### src/rtl/adpll_loop_filter.sv
// ADPLL proportional-integral loop filter with gear-shift lock detection.
// Turns signed phase-error samples into a 13-bit DCO control code.
module adpll_loop_filter #(
  parameter int KP_SHIFT_ACQ = 2,
  parameter int KI_SHIFT_ACQ = 4,
  parameter int KP_SHIFT_TRK = 4,
  parameter int KI_SHIFT_TRK = 7,
  parameter int LOCK_THRESH  = 4,
  parameter int LOCK_COUNT   = 16,
  parameter int UNLOCK_COUNT = 4,
  parameter int INIT_CODE    = 4096
) (
  input  logic        ref_clk,
  input  logic        reset,
  input  logic [7:0]  phase_error,
  input  logic        error_valid,
  input  logic        hold,
  output logic [12:0] filter_output,
  output logic        filter_update,
  output logic        locked,
  output logic [1:0]  state
);

  typedef enum logic [1:0] {
    IDLE    = 2'b00,
    ACQUIRE = 2'b01,
    TRACK   = 2'b10
  } state_t;

  localparam int LW = $clog2(LOCK_COUNT + 1);
  localparam int UW = $clog2(UNLOCK_COUNT + 1);
  localparam logic [LW-1:0] LMAX = LW'(LOCK_COUNT);
  localparam logic [UW-1:0] UMAX = UW'(UNLOCK_COUNT);
  localparam logic [12:0] INIT = 13'(INIT_CODE);
  localparam logic [8:0] THRESH = 9'(LOCK_THRESH);

  state_t st, st_nx;
  logic [LW-1:0] lock_cnt, lock_nx;
  logic [UW-1:0] unlock_cnt, unlock_nx;

  logic              smp_vld;
  logic [7:0]        smp_err;
  logic [20:0]       integ, integ_clamp;
  logic [12:0]       out_clamp;
  logic signed [20:0] e, ki, kp;
  logic signed [22:0] isum, osum, ocode;
  logic [8:0]        mag;
  logic              good, trk;

  assign trk = (st == TRACK);

  // Gains follow the state current when the sample is processed.
  always_comb begin
    e = {{5{smp_err[7]}}, smp_err, 8'd0};
    ki = trk ? (e >>> KI_SHIFT_TRK) : (e >>> KI_SHIFT_ACQ);
    kp = trk ? (e >>> KP_SHIFT_TRK) : (e >>> KP_SHIFT_ACQ);
    isum = $signed({2'b00, integ}) + $signed({{2{ki[20]}}, ki});
    if (isum < 0)
      integ_clamp = '0;
    else if (isum > 23'sd2097151)
      integ_clamp = '1;
    else
      integ_clamp = isum[20:0];
    osum = $signed({2'b00, integ_clamp}) + $signed({{2{kp[20]}}, kp});
    ocode = osum >>> 8;
    if (ocode < 0)
      out_clamp = '0;
    else if (ocode > 23'sd8191)
      out_clamp = '1;
    else
      out_clamp = ocode[12:0];
    mag = smp_err[7] ? (9'd0 - {1'b1, smp_err}) : {1'b0, smp_err};
    good = (mag <= THRESH);
  end

  always_comb begin
    st_nx = st;
    lock_nx = lock_cnt;
    unlock_nx = unlock_cnt;
    if (smp_vld) begin
      unique case (1'b1)
        (st != TRACK): begin
          st_nx = ACQUIRE;
          if (!good) begin
            lock_nx = '0;
          end else if (lock_cnt >= LMAX - LW'(1)) begin
            st_nx = TRACK;
            lock_nx = '0;
            unlock_nx = '0;
          end else begin
            lock_nx = lock_cnt + LW'(1);
          end
        end
        (st == TRACK): begin
          if (good) begin
            unlock_nx = '0;
          end else if (unlock_cnt >= UMAX - UW'(1)) begin
            st_nx = ACQUIRE;
            lock_nx = '0;
            unlock_nx = '0;
          end else begin
            unlock_nx = unlock_cnt + UW'(1);
          end
        end
      endcase
    end
  end

  always_ff @(posedge ref_clk) begin
    if (reset) begin
      smp_vld       <= 1'b0;
      smp_err       <= '0;
      integ         <= {INIT, 8'd0};
      filter_output <= INIT;
      filter_update <= 1'b0;
      locked        <= 1'b0;
      st            <= IDLE;
      lock_cnt      <= '0;
      unlock_cnt    <= '0;
    end else begin
      smp_vld <= error_valid & ~hold;
      if (error_valid & ~hold)
        smp_err <= phase_error;
      filter_update <= smp_vld;
      if (smp_vld) begin
        integ         <= integ_clamp;
        filter_output <= out_clamp;
      end
      st         <= st_nx;
      lock_cnt   <= lock_nx;
      unlock_cnt <= unlock_nx;
      locked     <= (st_nx == TRACK);
    end
  end

  assign state = st;

endmodule

### config.mk
export PLATFORM = sky130hd
export DESIGN_NAME = adpll_loop_filter
export DESIGN_NICKNAME = d
export VERILOG_FILES = /design/src/rtl/adpll_loop_filter.sv
export SDC_FILE = /design/constraint.sdc
export NUM_CORES = 1
export LEC_CHECK = 0
export ABC_AREA = 1
export CELL_PAD_IN_SITES_DETAIL_PLACEMENT = 1
export CELL_PAD_IN_SITES_GLOBAL_PLACEMENT = 1
export CORE_ASPECT_RATIO = 1.2
export CORE_MARGIN = 3
export CORE_UTILIZATION = 30
export CTS_CLUSTER_SIZE = 28
export DETAILED_ROUTE_END_ITERATION = 10
export HOLD_SLACK_MARGIN = 0.02
export PLACE_DENSITY_LB_ADDON = 0.1
export SLEW_MARGIN = 20
export SYNTH_ARGS = -nofsm -noshare
export SYNTH_HDL_FRONTEND = slang
export SYNTH_SLANG_ARGS = --single-unit
### constraint.sdc
create_clock -name ref_clk -period 7.26 [get_ports ref_clk]
set_input_delay 1.452 -clock ref_clk [delete_from_list [all_inputs] [get_ports ref_clk]]
set_output_delay 1.452 -clock ref_clk [all_outputs]
set_load 0.02 [all_outputs]
==> impl_metrics.env <==
export IMPL_synthesis_nets=822
export IMPL_start_kind="flip-flop"
export IMPL_wl_per_cell_um=15.3
export IMPL_r2r_slack_ps=1580
export IMPL_grt_remaining_overflow=0
export IMPL_hpwl_um=12700
export IMPL_dp_slack_ps=1500
export IMPL_setup_viol=0
export IMPL_syn_area_per_cell_um2=6.08
export IMPL_fillers=2044
export IMPL_synth_top_family_by_area="simple AND/OR/NAND/NOR gates"
export IMPL_final_antenna_net_count=0
export IMPL_crit_path_end_kind="flip-flop"
export IMPL_hp_class="flip-flop to flip-flop"
export IMPL_status="complete, no violations"
export IMPL_finalSetupTns_ps=0
export IMPL_mostFrequentLayoutCell="nand2_1"
export IMPL_cts_htree_levels=2
export IMPL_grt_start_max_net_pins=32
export IMPL_antenna_cells=0
export IMPL_critPathKind="flip-flop to flip-flop"
export IMPL_cts_clk_slew_worst_paths_ps=80
export IMPL_skew_ps=9.09
export IMPL_maxSlewViolCount=0
export IMPL_die_h_um=143
export IMPL_fin_cells=1001
export IMPL_fin_area_mm2=0.00533
export IMPL_hold_viol=0
export IMPL_layout_common_cells="nand2_1 (262), inv_1 (102), dfxtp_1 (54)"
export IMPL_core_mm2=0.0151
export IMPL_max_slew_margin_pct=50.9
export IMPL_startpoint="state[1]$_SDFF_PP0_"
export IMPL_timing_rr_end="filter_output[10]$_SDFFE_PP0P_"
export IMPL_dr_pass1_iters=4
export IMPL_tightest_slew_ps=735
export IMPL_cap_viol_max_count=0
export IMPL_holdBufCountCts=0
export IMPL_netlist_area_leader_share_pct=23.0
export IMPL_reg2regPathDepth=24
export IMPL_fp_dieW_um=120
export IMPL_grt_pass1_vias=5210
export IMPL_path_max_fanout=17
export IMPL_leakagePower_nw=2.74
export IMPL_clockRootBuffer="clkbuf_16"
export IMPL_critical_path_arrival_ps=5890
export IMPL_synth_edff_count=0
export IMPL_post_cts_resized=0
export IMPL_rsz0062_at_grt="no"
export IMPL_worst_slack_ps=1580
export IMPL_antenna_found_initial=0
export IMPL_cts_inserted_buffers=5
export IMPL_ys_types=38
export IMPL_place_area_mm2=0.00517
export IMPL_p_switching_mw=0.347
export IMPL_viasPerCell=4.88
export IMPL_cp_required_ps=7470
export IMPL_nNetsFinal=846
export IMPL_ios=29
export IMPL_min_period_over_period_pct=78.3
export IMPL_io_buffers=28
export IMPL_hp_start="filter_output[7]$_SDFFE_PP0P_"
export IMPL_post_route_min_period_ps=5680
export IMPL_syn_inst=772
export IMPL_area_growth_pct=13.6
export IMPL_swShare_pct=38.8
export IMPL_synth_mux_area_fraction_pct=0
export IMPL_power_frac_seq_pct=36.0
export IMPL_first_iter_violations=174
export IMPL_die_area_mm2=0.0172
export IMPL_initial_core_util_pct=31.0
export IMPL_ir_drop_uv=99.1
export IMPL_clock_latency_ps=310
export IMPL_synthSimpleGateAreaFrac_pct=37.7
export IMPL_drive_gt1_share_pct=5.77
export IMPL_grtUsageTotal_pct=18.5
export IMPL_synth_xor_area_share_pct=3.73
export IMPL_cts_setup_buffers=0
export IMPL_num_rows=49
export IMPL_finalPower_mw=0.895
export IMPL_synth_seq_cells=54
export IMPL_synth_largest_area_cell="dfxtp_1"
export IMPL_cts_num_sinks=54
export IMPL_cts_tree="built"
export IMPL_min_to="filter_output[7]$_SDFFE_PP0P_"
export IMPL_grt_pass1_wl_um=25500
export IMPL_place_inst=993
export IMPL_ys_warn_count=0
export IMPL_async_flop_share_pct=0
export IMPL_synth_ff_type="dfxtp_1"
export IMPL_synthAdderAreaFrac_pct=10.3
export IMPL_maxClockFrequency_mhz=176
export IMPL_synth_area_mm2=0.00469
export IMPL_drc=0
export IMPL_synth_area_leaders="dfxtp_1 (23%), nand2_1 (21%), ha_1 (9.9%)"
export IMPL_clock_path_buffers=2
export IMPL_power_share_clock_pct=29.4
export IMPL_ys_seq_area_share_pct=23.0
export IMPL_synth_compound_area_share_pct=14.8
export IMPL_num_vias=4887
export IMPL_finalWirelength_um=15400
export IMPL_power_density_mw_per_mm2=168
export IMPL_timing_rr_start="state[1]$_SDFF_PP0_"
export IMPL_comb_power_share_pct=34.6
export IMPL_p_int_mw=0.548
export IMPL_whs_path_depth=2
export IMPL_gp_congestion=0.873
## synthesized netlist by cell type (all sizes together), types with 11 or more instances
cell type,number
a21oi,46
dfxtp,54
nand2,274
nor2,57
o21ai,49
ha,37
nor3,11
xnor2,11
nand3,47
nand4,12
inv,112
## metal layers
metal | wire [um] | track usage, % | share of wire [%]
met4 | 378 | 6.33 | 2.5
met3 | 338 | 2.65 | 2.2
met5 | 0 | 0 | 0
met2 | 7760 | 33.9 | 51
met1 | 6880 | 22.0 | 45
## layout make-up
class / count / area [um2] / share of cell area (%)
clock buffer: 5 / 125 / 2.35
clock inverter: 3 / 28.8 / 0.540
inverter: 113 / 424 / 7.96
multi-input combinational: 593 / 3120 / 58.7
sequential: 54 / 1080 / 20.3
tap: 204 / 255 / 4.79
timing repair buffer: 29 / 288 / 5.40
## worst max-delay path, stage by stage (launching register included)
cell     delay (ps)
dfxtp_1         330
inv_1            60
nor2_1          460
inv_1           380
nor2_1          320
ha_1            220
inv_1            60
fa_1            370
inv_1           180
nand3_1          90
nand2_1         220
nand3_1         160
nand4_1         220
nand2_2         180
o21ai_0         510
inv_1           100
ha_1            360
a21oi_1         210
nand2_1         150
nand2_1         120
nand4_1         230
nand3_1         420
nand2_1         100
nand2_1          80
nand2_1          40
## through the flow
step / utilization [%] / hold WS [ps]
detailed placement: 34.2 / 442
CTS: 35.2 / 458
floorplan: - / 435
global placement: 34.2 / 442
finish: 35.2 / 453
global route: 35.2 / 484
## cells by family (layout without fill, tap and decap cells)
family	after synthesis	count (layout)
xor+xnor	20	20
buf+inv	125	150
simple gates	414	414
flops	54	54
compound gates	121	121
fa+ha+maj	38	38
## how the worst max path moves through the flow
stage                                      to  slack (ps)  depth (start not counted)
2_1_floorplan   filter_output[4]$_SDFFE_PP0P_        2930                         35
3_3_place_gp   filter_output[10]$_SDFFE_PP0P_        1540                         24
3_5_place_dp   filter_output[10]$_SDFFE_PP0P_        1500                         24
4_1_cts        filter_output[10]$_SDFFE_PP0P_        1490                         24
5_1_grt         filter_output[7]$_SDFFE_PP0P_         830                         31
6_report       filter_output[10]$_SDFFE_PP0P_        1580                         24
## registers in the layout (all words and copies together) (netlist names)
register       flops
locked             1
state              2
smp_vld            1
unlock_cnt         3
smp_err            8
integ             20
filter_output     13
filter_update      1
lock_cnt           5
## power by group through the flow
stage / Combinational, mW / Sequential (mW) / Clock (mW)
floorplan: 0.217 / 0.333 / 0
global placement: 0.310 / 0.329 / 0
detailed placement: 0.314 / 0.329 / 0
CTS: 0.316 / 0.322 / 0.275
global route: 0.354 / 0.325 / 0.286
finish: 0.310 / 0.322 / 0.263
Power figures use the tool's default switching activity.
